`src/rtl/rr_arbiter_8_pkg.sv`:
```
// Shared definitions for the 8-requester round-robin arbiter: FSM encoding and sizes.
package rr_arbiter_8_pkg;

    localparam int NUM_REQ = 8;
    localparam int ID_W    = 3;

    typedef enum logic {
        ST_IDLE  = 1'b0,
        ST_GRANT = 1'b1
    } state_t;

endpackage

```
`src/rtl/rr_arbiter_8_decoder_3x8.sv`:
```
// 3-to-8 one-hot decoder with enable; a is the MSB of the select, c the LSB.
module decoder_3x8 (
    input  logic       a,
    input  logic       b,
    input  logic       c,
    input  logic       en,
    output logic [7:0] d
);

    always_comb begin
        d = 8'h00;
        if (en) begin
            d = 8'h01 << {a, b, c};
        end
    end

endmodule

```
`src/rtl/rr_arbiter_8.sv`:
```
// 8-requester round-robin arbiter with a registered, held grant.
// Optional forced release after MAX_HOLD cycles when RR_ARB_TIMEOUT_EN is defined.
module rr_arbiter_8
    import rr_arbiter_8_pkg::*;
#(
    parameter int MAX_HOLD = 16
) (
    input  logic       clk,
    input  logic       reset,
    input  logic       en,
    input  logic [7:0] req,
    input  logic       done,
    output logic [7:0] gnt,
    output logic [2:0] gnt_id,
    output logic       gnt_valid,
    output logic       timeout
);

    if (MAX_HOLD < 1 || MAX_HOLD > 255) begin : g_bad_max_hold
        $error("rr_arbiter_8: MAX_HOLD must be within 1..255");
    end

    // Rotate so ptr sits at bit 0, take the lowest set bit, then undo the rotation.
    function automatic logic [ID_W-1:0] rr_pick(input logic [NUM_REQ-1:0] r,
                                                input logic [ID_W-1:0]    p);
        logic [2*NUM_REQ-1:0] dbl;
        logic [NUM_REQ-1:0]   rot;
        logic [ID_W-1:0]      off;
        logic                 found;
        dbl   = {r, r} >> p;
        rot   = dbl[NUM_REQ-1:0];
        off   = '0;
        found = 1'b0;
        for (int i = 0; i < NUM_REQ; i++) begin
            if (!found && rot[i]) begin
                off   = ID_W'(i);
                found = 1'b1;
            end
        end
        return off + p;
    endfunction

    state_t          state, state_d;
    logic [ID_W-1:0] ptr, ptr_d;
    logic [ID_W-1:0] id_d;
    logic            owner_release;

    assign owner_release = done || !req[gnt_id];

`ifdef RR_ARB_TIMEOUT_EN
    localparam logic [7:0] HOLD_LAST = 8'(MAX_HOLD - 1);

    logic [7:0] hold_cnt, hold_d;
    logic       timeout_d;
`endif

    // NOTE: every comb output gets a default first so no path leaves it unassigned (no latch).
    always_comb begin
        state_d = state;
        ptr_d   = ptr;
        id_d    = gnt_id;
`ifdef RR_ARB_TIMEOUT_EN
        hold_d    = hold_cnt;
        timeout_d = 1'b0;
`endif
        case (state)
            ST_IDLE: begin
                if (en && (req != '0)) begin
                    id_d    = rr_pick(req, ptr);
                    state_d = ST_GRANT;
`ifdef RR_ARB_TIMEOUT_EN
                    hold_d  = '0;
`endif
                end
            end
            ST_GRANT: begin
                if (owner_release) begin
                    state_d = ST_IDLE;
                    ptr_d   = gnt_id + 3'd1;
                end
`ifdef RR_ARB_TIMEOUT_EN
                else if (hold_cnt == HOLD_LAST) begin
                    state_d   = ST_IDLE;
                    ptr_d     = gnt_id + 3'd1;
                    timeout_d = 1'b1;
                end else begin
                    hold_d = hold_cnt + 8'd1;
                end
`endif
            end
            default: state_d = ST_IDLE;
        endcase
    end

    // NOTE: state registers use non-blocking assignments so all of them update from pre-edge values.
    always_ff @(posedge clk) begin
        if (reset) begin
            state  <= ST_IDLE;
            ptr    <= '0;
            gnt_id <= '0;
        end else begin
            state  <= state_d;
            ptr    <= ptr_d;
            gnt_id <= id_d;
        end
    end

`ifdef RR_ARB_TIMEOUT_EN
    always_ff @(posedge clk) begin
        if (reset) begin
            hold_cnt <= '0;
            timeout  <= 1'b0;
        end else begin
            hold_cnt <= hold_d;
            timeout  <= timeout_d;
        end
    end
`else
    assign timeout = 1'b0;
`endif

    assign gnt_valid = (state == ST_GRANT);

    decoder_3x8 u_decoder (
        .a  (gnt_id[2]),
        .b  (gnt_id[1]),
        .c  (gnt_id[0]),
        .en (gnt_valid),
        .d  (gnt)
    );

endmodule

```
`config.mk`:
```
export PLATFORM = sky130hd
export DESIGN_NAME = rr_arbiter_8
export DESIGN_NICKNAME = d
export VERILOG_FILES = /design/src/rtl/rr_arbiter_8_pkg.sv /design/src/rtl/rr_arbiter_8_decoder_3x8.sv /design/src/rtl/rr_arbiter_8.sv
export SDC_FILE = /design/constraint.sdc
export NUM_CORES = 1
export LEC_CHECK = 0
export CORE_MARGIN = 3
export CORE_UTILIZATION = 49
export DETAILED_ROUTE_END_ITERATION = 12
export GPL_TIMING_DRIVEN = 0
export PLACE_DENSITY_LB_ADDON = 0.15
export SLEW_MARGIN = 25
export SYNTH_ARGS = -nofsm -noshare
export SYNTH_HDL_FRONTEND = slang
export SYNTH_SLANG_ARGS = --single-unit
```
`constraint.sdc`:
```
create_clock -name clk -period 3.5 [get_ports clk]
set_clock_uncertainty 0.05 [all_clocks]
set_input_delay 0.7 -clock clk [delete_from_list [all_inputs] [get_ports clk]]
set_output_delay 0.7 -clock clk [all_outputs]
set_load 0.02 [all_outputs]
```
# After elaboration in Yosys (flattened, before gate mapping)
# Index checks and enable logic that the tools add are counted.
# totals
wordCells,65
regBits,7
output_inout_bits,13
input_bits,12
# op_classes
n_addsub,2
order_cmp,1
reduce_logical,20
muxes,36
bitwise_logic,1
shifts,2
# ops
op,count
1-bit 2-to-1 mux,25
3-bit 2-to-1 mux,8
16-bit by 3-bit >> shifter with 8-bit output,1
1-bit logical AND,8
1-bit logical NOT,8
8-bit 2-to-1 mux,1
8-bit nonzero test,1
1-bit by 3-bit << shifter with 8-bit output (first input constant),1
3-bit by 4-bit less-than comparator with 1-bit output (second input constant),1
2-bit AND reduction,2
3-bit by 1-bit adder with 3-bit output (second input constant),1
3-bit adder,1
1-bit binary-select mux with 3-bit select,1
1-bit case mux with 2 select lines,1
1-bit logical OR,1
1-bit inverter,1

# Longest topological paths before layout
# depth
word_depth,40
mapped_depth,11
ltp_nobuf,10

# By module
# From an unflattened synthesis, not the netlist that was laid out.
# hier_totals
hier_cells,99
area_unflattened_um2,1018.5
# modules_own_cells
mod,seq_area_each_um2,cells_each,n_inst,area_per_inst_um2
rr_arbiter_8,140.1,91,1,923.4
decoder_3x8,0.0,8,1,95.1

# Worst setup path after synthesis
# OpenSTA, ideal clock, no wires.
# synth_path
path_type,input-to-reg
startpoint,input req[6]
endpoint,register gnt_id[2]
slack_ns,0.631
setup_time_ns,0.062
stages,9
t_arrival_ns,2.756
required_time_ns,3.388
n_path_buf,0
cell_sequence,mux2i_1 mux2i_1 or4_1 a2bb2oi_1 o31ai_1 fa_1 nor3b_1 a41oi_1 nand3_1
# synth_via
elab_chain_cells,40
elab_cells_between_ends,49
cone_classes,add/sub: 1; shift: 1; mux: 30; reduce/logical: 17
# synth_rtl
item,line_no,rtl
from (decl),rr_arbiter_8.sv:11,"input logic [7:0] req,"
16-bit by 3-bit >> shifter with 8-bit output,rr_arbiter_8.sv:30,"dbl = {r, r} >> p;"
1-bit 2-to-1 mux,rr_arbiter_8.sv:35,if (!found && rot[i]) begin
1-bit 2-to-1 mux,rr_arbiter_8.sv:68,if (en && (req != '0)) begin
1-bit 2-to-1 mux,rr_arbiter_8.sv:66,case (state)
1-bit logical NOT,rr_arbiter_8.sv:35,
1-bit logical AND,rr_arbiter_8.sv:35,
1-bit 2-to-1 mux,rr_arbiter_8.sv:35,
1-bit 2-to-1 mux,rr_arbiter_8.sv:68,
[... 24 more ...],n/a,
1-bit 2-to-1 mux,rr_arbiter_8.sv:68,
1-bit 2-to-1 mux,rr_arbiter_8.sv:66,
1-bit logical NOT,rr_arbiter_8.sv:35,
1-bit logical AND,rr_arbiter_8.sv:35,
3-bit 2-to-1 mux,rr_arbiter_8.sv:35,
3-bit 2-to-1 mux,rr_arbiter_8.sv:68,
3-bit 2-to-1 mux,rr_arbiter_8.sv:66,
3-bit adder,rr_arbiter_8.sv:40,return off + p;
to (signal assigned),rr_arbiter_8.sv:104,gnt_id <= id_d;
to (decl),rr_arbiter_8.sv:14,"output logic [2:0] gnt_id,"
# Parallel ways exist; a longest one is shown, timed or not. The select of a mux whose other input is x is not followed.
# A chain may end at the register's enable or synchronous reset.

# Worst setup path in the final report
# layout_path
startpoint,input req[4]
endpoint,register gnt_id[2]
# The elaborated chain is that of the path after synthesis.

==> flow_summary.rst <==
.. list-table::
   :header-rows: 1

   * - Metric
     - Value
   * - Run status
     - finished, final reports clean
   * - Slew headroom
     - 0.6086
   * - Register clock-pin slew on the reported worst setup and hold paths
     - 0.05 ns
   * - Largest cells by area after synthesis
     - sky130_fd_sc_hd__dfxtp_1, sky130_fd_sc_hd__mux2i_1, sky130_fd_sc_hd__ha_1
   * - Critical Setup Path Class
     - input port to flip-flop
   * - Hold Path Origin
     - ptr[2]$_SDFFE_PP0P_
   * - Cells after synthesis
     - 126
   * - Capture point of the worst reg-to-reg path
     - gnt_id[2]$_SDFFE_PP0P_
   * - DR DRC count
     - 0
   * - Max-slew violation count
     - 0
   * - CTS tree
     - done
   * - Worst reg2reg path startpoint
     - ptr[1]$_SDFFE_PP0P_
   * - Number of top-level pins
     - 25
   * - Post-Route WL
     - 2548 um
   * - Top cells by count, synth
     - sky130_fd_sc_hd__nor2_1, sky130_fd_sc_hd__a21oi_1, sky130_fd_sc_hd__mux2i_1
   * - Global Route Usage Sum
     - 0.1934
   * - Leakage Power
     - around 0.53 nW
   * - Worst Tran Pin Value
     - 0.5872 ns
   * - Number of cell instances on the worst register-to-register path
     - 10
   * - Floorplan row count
     - 15
   * - Category of the worst setup path capture point
     - flip-flop
   * - Post-Route Utilization
     - 0.7197
   * - Type of the most critical hold path
     - flip-flop to flip-flop
   * - Share of the cycle needed by the critical path after routing
     - 0.9570
   * - H-tree level count
     - 1
   * - Commonest register cell after synthesis
     - sky130_fd_sc_hd__dfxtp_1
   * - Clock tree buffer depth
     - 2
   * - Number of antenna violations at the first check in global routing
     - 0
   * - Clock latency on the worst-skew pair
     - 0.24 ns
   * - Setup slack of the worst register-to-register path
     - 0.40 ns
   * - Proportion of layout cells with a drive suffix above 1
     - 0.1579
   * - Fraction of synthesized cell area taken by the top area cell type
     - 0.1374
   * - Detailed-route vias per instance
     - 5.966
   * - Area of the multi-input gates
     - 823.3 sq um
   * - Global-route wire length before repair
     - 4036 um
   * - Max Clk Rate
     - 298.5 MHz
   * - Ys async rst share
     - 0
   * - Initial Utilization
     - 0.5544
   * - Cell area after synthesis
     - 0.001020 sq mm
   * - Largest driver fanout on the critical path
     - 6
   * - DR pass1 iterations
     - 4
   * - Routed wirelength normalized by instance count
     - 14.40 um
   * - Number of flops mapped to enable cells by yosys
     - 0
   * - Worst path required time
     - 3.64 ns
   * - Number of port buffers
     - 22
   * - Worst-case setup slack after placement
     - -0.1998 ns
   * - Largest area contributor in the synthesized netlist
     - sky130_fd_sc_hd__dfxtp_1
   * - Die span in x
     - 51.62 um
   * - # nets final
     - 173
   * - Setup repair after global routing missed its margin
     - false
   * - Synthesized Nets
     - 146
   * - Hold_buf cts
     - 0
   * - Delay of the slowest cell on the worst path
     - 0.56 ns
   * - Count of distinct cell types in the synthesized netlist
     - around 40
   * - Root buf cell
     - sky130_fd_sc_hd__clkbuf_4
   * - Final total negative setup slack
     - 0 ns
   * - Total congestion overflow after global routing
     - 0
   * - Sequential-to-total area share from yosys stat
     - 0.1374
   * - Worst EP arrival
     - about 3.5 ns
   * - Count of endpoints failing hold in the final timing report
     - 0
   * - Largest net degree at the start of global routing
     - 11
   * - Final weighted congestion in routability-driven placement
     - 0.8885
   * - Final min period
     - between 3 and 4 ns
   * - Final setup fails
     - 0
   * - Number of buffers added by the clock tree synthesis step
     - 3
   * - Detailed Place HPWL
     - ~1900 um
   * - Count leader, synth
     - sky130_fd_sc_hd__nor2_1
   * - Largest voltage drop on the vdd net
     - 0.0002321 V
   * - Per-instance average area after synthesis
     - 8.093 sq um
   * - Antenna violation net count after detailed routing
     - 0
   * - Violation count after the first detailed-route iteration
     - 20
   * - Least setup slack across all paths after layout
     - 0.1505 ns
   * - Startpoint class of the critical path
     - input port
   * - Power per cell area
     - 216.2 mW/mm^2
   * - Sinks on the clock net
     - 7
   * - Maxcap violations
     - 0
   * - Synthesized flop and latch total
     - 7
   * - Die Area
     - between 0.002 and 0.003 sq mm
   * - Via count
     - 1056
   * - CP Cell Sequence
     - clkdlybuf4s50_1 -> mux2i_2 -> mux2i_1 -> or4_1 -> a2bb2oi_1 -> o31ai_1 -> fa_1 -> nor3b_1 -> a41oi_1 -> nand3_1
   * - Number of global-route vias before repair
     - 921
   * - Y dimension of the die
     - 51.62 um
   * - Crit path max-delay cell type
     - sky130_fd_sc_hd__clkdlybuf4s50_1
   * - Sink of the worst hold path
     - ptr[2]$_SDFFE_PP0P_
   * - Growth of design area from synthesis to finish
     - 29.82%
   * - Core area
     - about 0.0018 sq mm
   * - Sequential cell area
     - between 100 and 150 sq um
   * - Hold Path Stages
     - 3
   * - Number of diodes added for antenna fixing
     - 0
   * - Number of warnings printed during yosys synthesis
     - 0
   * - Number of inserted filler cells in the final layout
     - around 160
## cell usage in the layout (no fill, tap or decap), types with 2 or more instances in the layout
cell                               n
sky130_fd_sc_hd__o21ai_0           5
sky130_fd_sc_hd__o21ai_1           2
sky130_fd_sc_hd__and3_1            3
sky130_fd_sc_hd__or4b_1            2
sky130_fd_sc_hd__buf_6             2
sky130_fd_sc_hd__mux2_1            2
sky130_fd_sc_hd__a21o_1            3
sky130_fd_sc_hd__mux2i_1           6
sky130_fd_sc_hd__or4_1             2
sky130_fd_sc_hd__mux2_2            4
sky130_fd_sc_hd__ha_1              7
sky130_fd_sc_hd__clkbuf_4          3
sky130_fd_sc_hd__nor2_1           16
sky130_fd_sc_hd__nor4_1            2
sky130_fd_sc_hd__mux2i_2           2
sky130_fd_sc_hd__a211oi_1          4
sky130_fd_sc_hd__a2bb2oi_1         2
sky130_fd_sc_hd__a21oi_1          11
sky130_fd_sc_hd__inv_1             4
sky130_fd_sc_hd__dfxtp_1           7
sky130_fd_sc_hd__buf_4             6
sky130_fd_sc_hd__and2_1            5
sky130_fd_sc_hd__clkdlybuf4s50_1  22
sky130_fd_sc_hd__mux4_2            2
sky130_fd_sc_hd__nand2_1           7
## layer usage
layer / part of all wire / vias up / GRT usage
met5: 0 / - / 0
met1: 0.47 / 487 / 0.2735
met4: 0.010 / 0 / 0.01310
li1: - / 517 / -
met2: 0.44 / 45 / 0.3157
met3: 0.079 / 7 / 0.04011
## per-stage QoR
stage	instance area [sq um]	total power (W)	hold WS (ns)	cells
2_1_floorplan	1020	0.0001692	0.5035	126
3_3_place_gp	1271	0.0002083	0.5256	173
3_5_place_dp	1271	0.0002117	0.5284	173
4_1_cts	1297	0.0002829	0.5353	177
5_1_grt	1324	0.0003034	0.5692	177
6_report	1324	0.0002862	0.5340	177
## cell type report
class / count / share of cell area
Multi-Input combinational cell: 107 / 0.6219
Sequential cell: 7 / 0.1059
Timing Repair Buffer: 22 / 0.1664
Inverter: 4 / 0.01134
Tap cell: 25 / 0.02363
Clock buffer: 4 / 0.01985
Buffer: 8 / 0.05104
## registers in the layout, summed over array words and instances, names as in the netlist
| register | flops |
|---|---|
| gnt_id | 3 |
| gnt_valid | 1 |
| ptr | 3 |
## critical path, delay by kind of cell
kind | cells | cell delay [ns]
and+or+nand+nor | 3 | 0.90
buffers and inverters | 1 | 0.56
muxes | 2 | 0.48
AOI/OAI and AO/OA | 3 | 0.43
adders and majority gates | 1 | 0.43
## cell families after synthesis
| kind of cell | share of synthesized area |
|---|---|
| other cells | 0.003677 |
| compound gates | 0.2061 |
| simple gates | 0.2675 |
| fa+ha+maj | 0.1055 |
| mux | 0.1988 |
| flops | 0.1374 |
| buf+inv | 0.08097 |
## report_power, final
group	switching [W]	total, W	internal [W]
Clock	0.0000272	0.0000706	0.0000434
Combinational	0.0000650	0.000124	0.0000591
Sequential	0.00000731	0.0000915	0.0000842
Total	0.0000995	0.000286	0.000187
## worst max path at each step
stage / from / end / slack (ns) / cells past startpoint
after global routing: req[4] / gnt_id[2]$_SDFFE_PP0P_ / 0.006 / 10
after global placement: req[6] / gnt_id[2]$_SDFFE_PP0P_ / -0.15 / 10
final: req[4] / gnt_id[2]$_SDFFE_PP0P_ / 0.15 / 10
after detailed placement: req[6] / gnt_id[2]$_SDFFE_PP0P_ / -0.20 / 10
after CTS: req[6] / gnt_id[2]$_SDFFE_PP0P_ / 0.03 / 10
after floorplan: req[6] / gnt_id[2]$_SDFFE_PP0P_ / 0.63 / 9
## repair_timing
item                       CTS  global route
resized for setup            0             5
setup endpoints to repair    0             1
setup buffers                0             0
No activity file was read; power rests on OpenSTA's default activity.
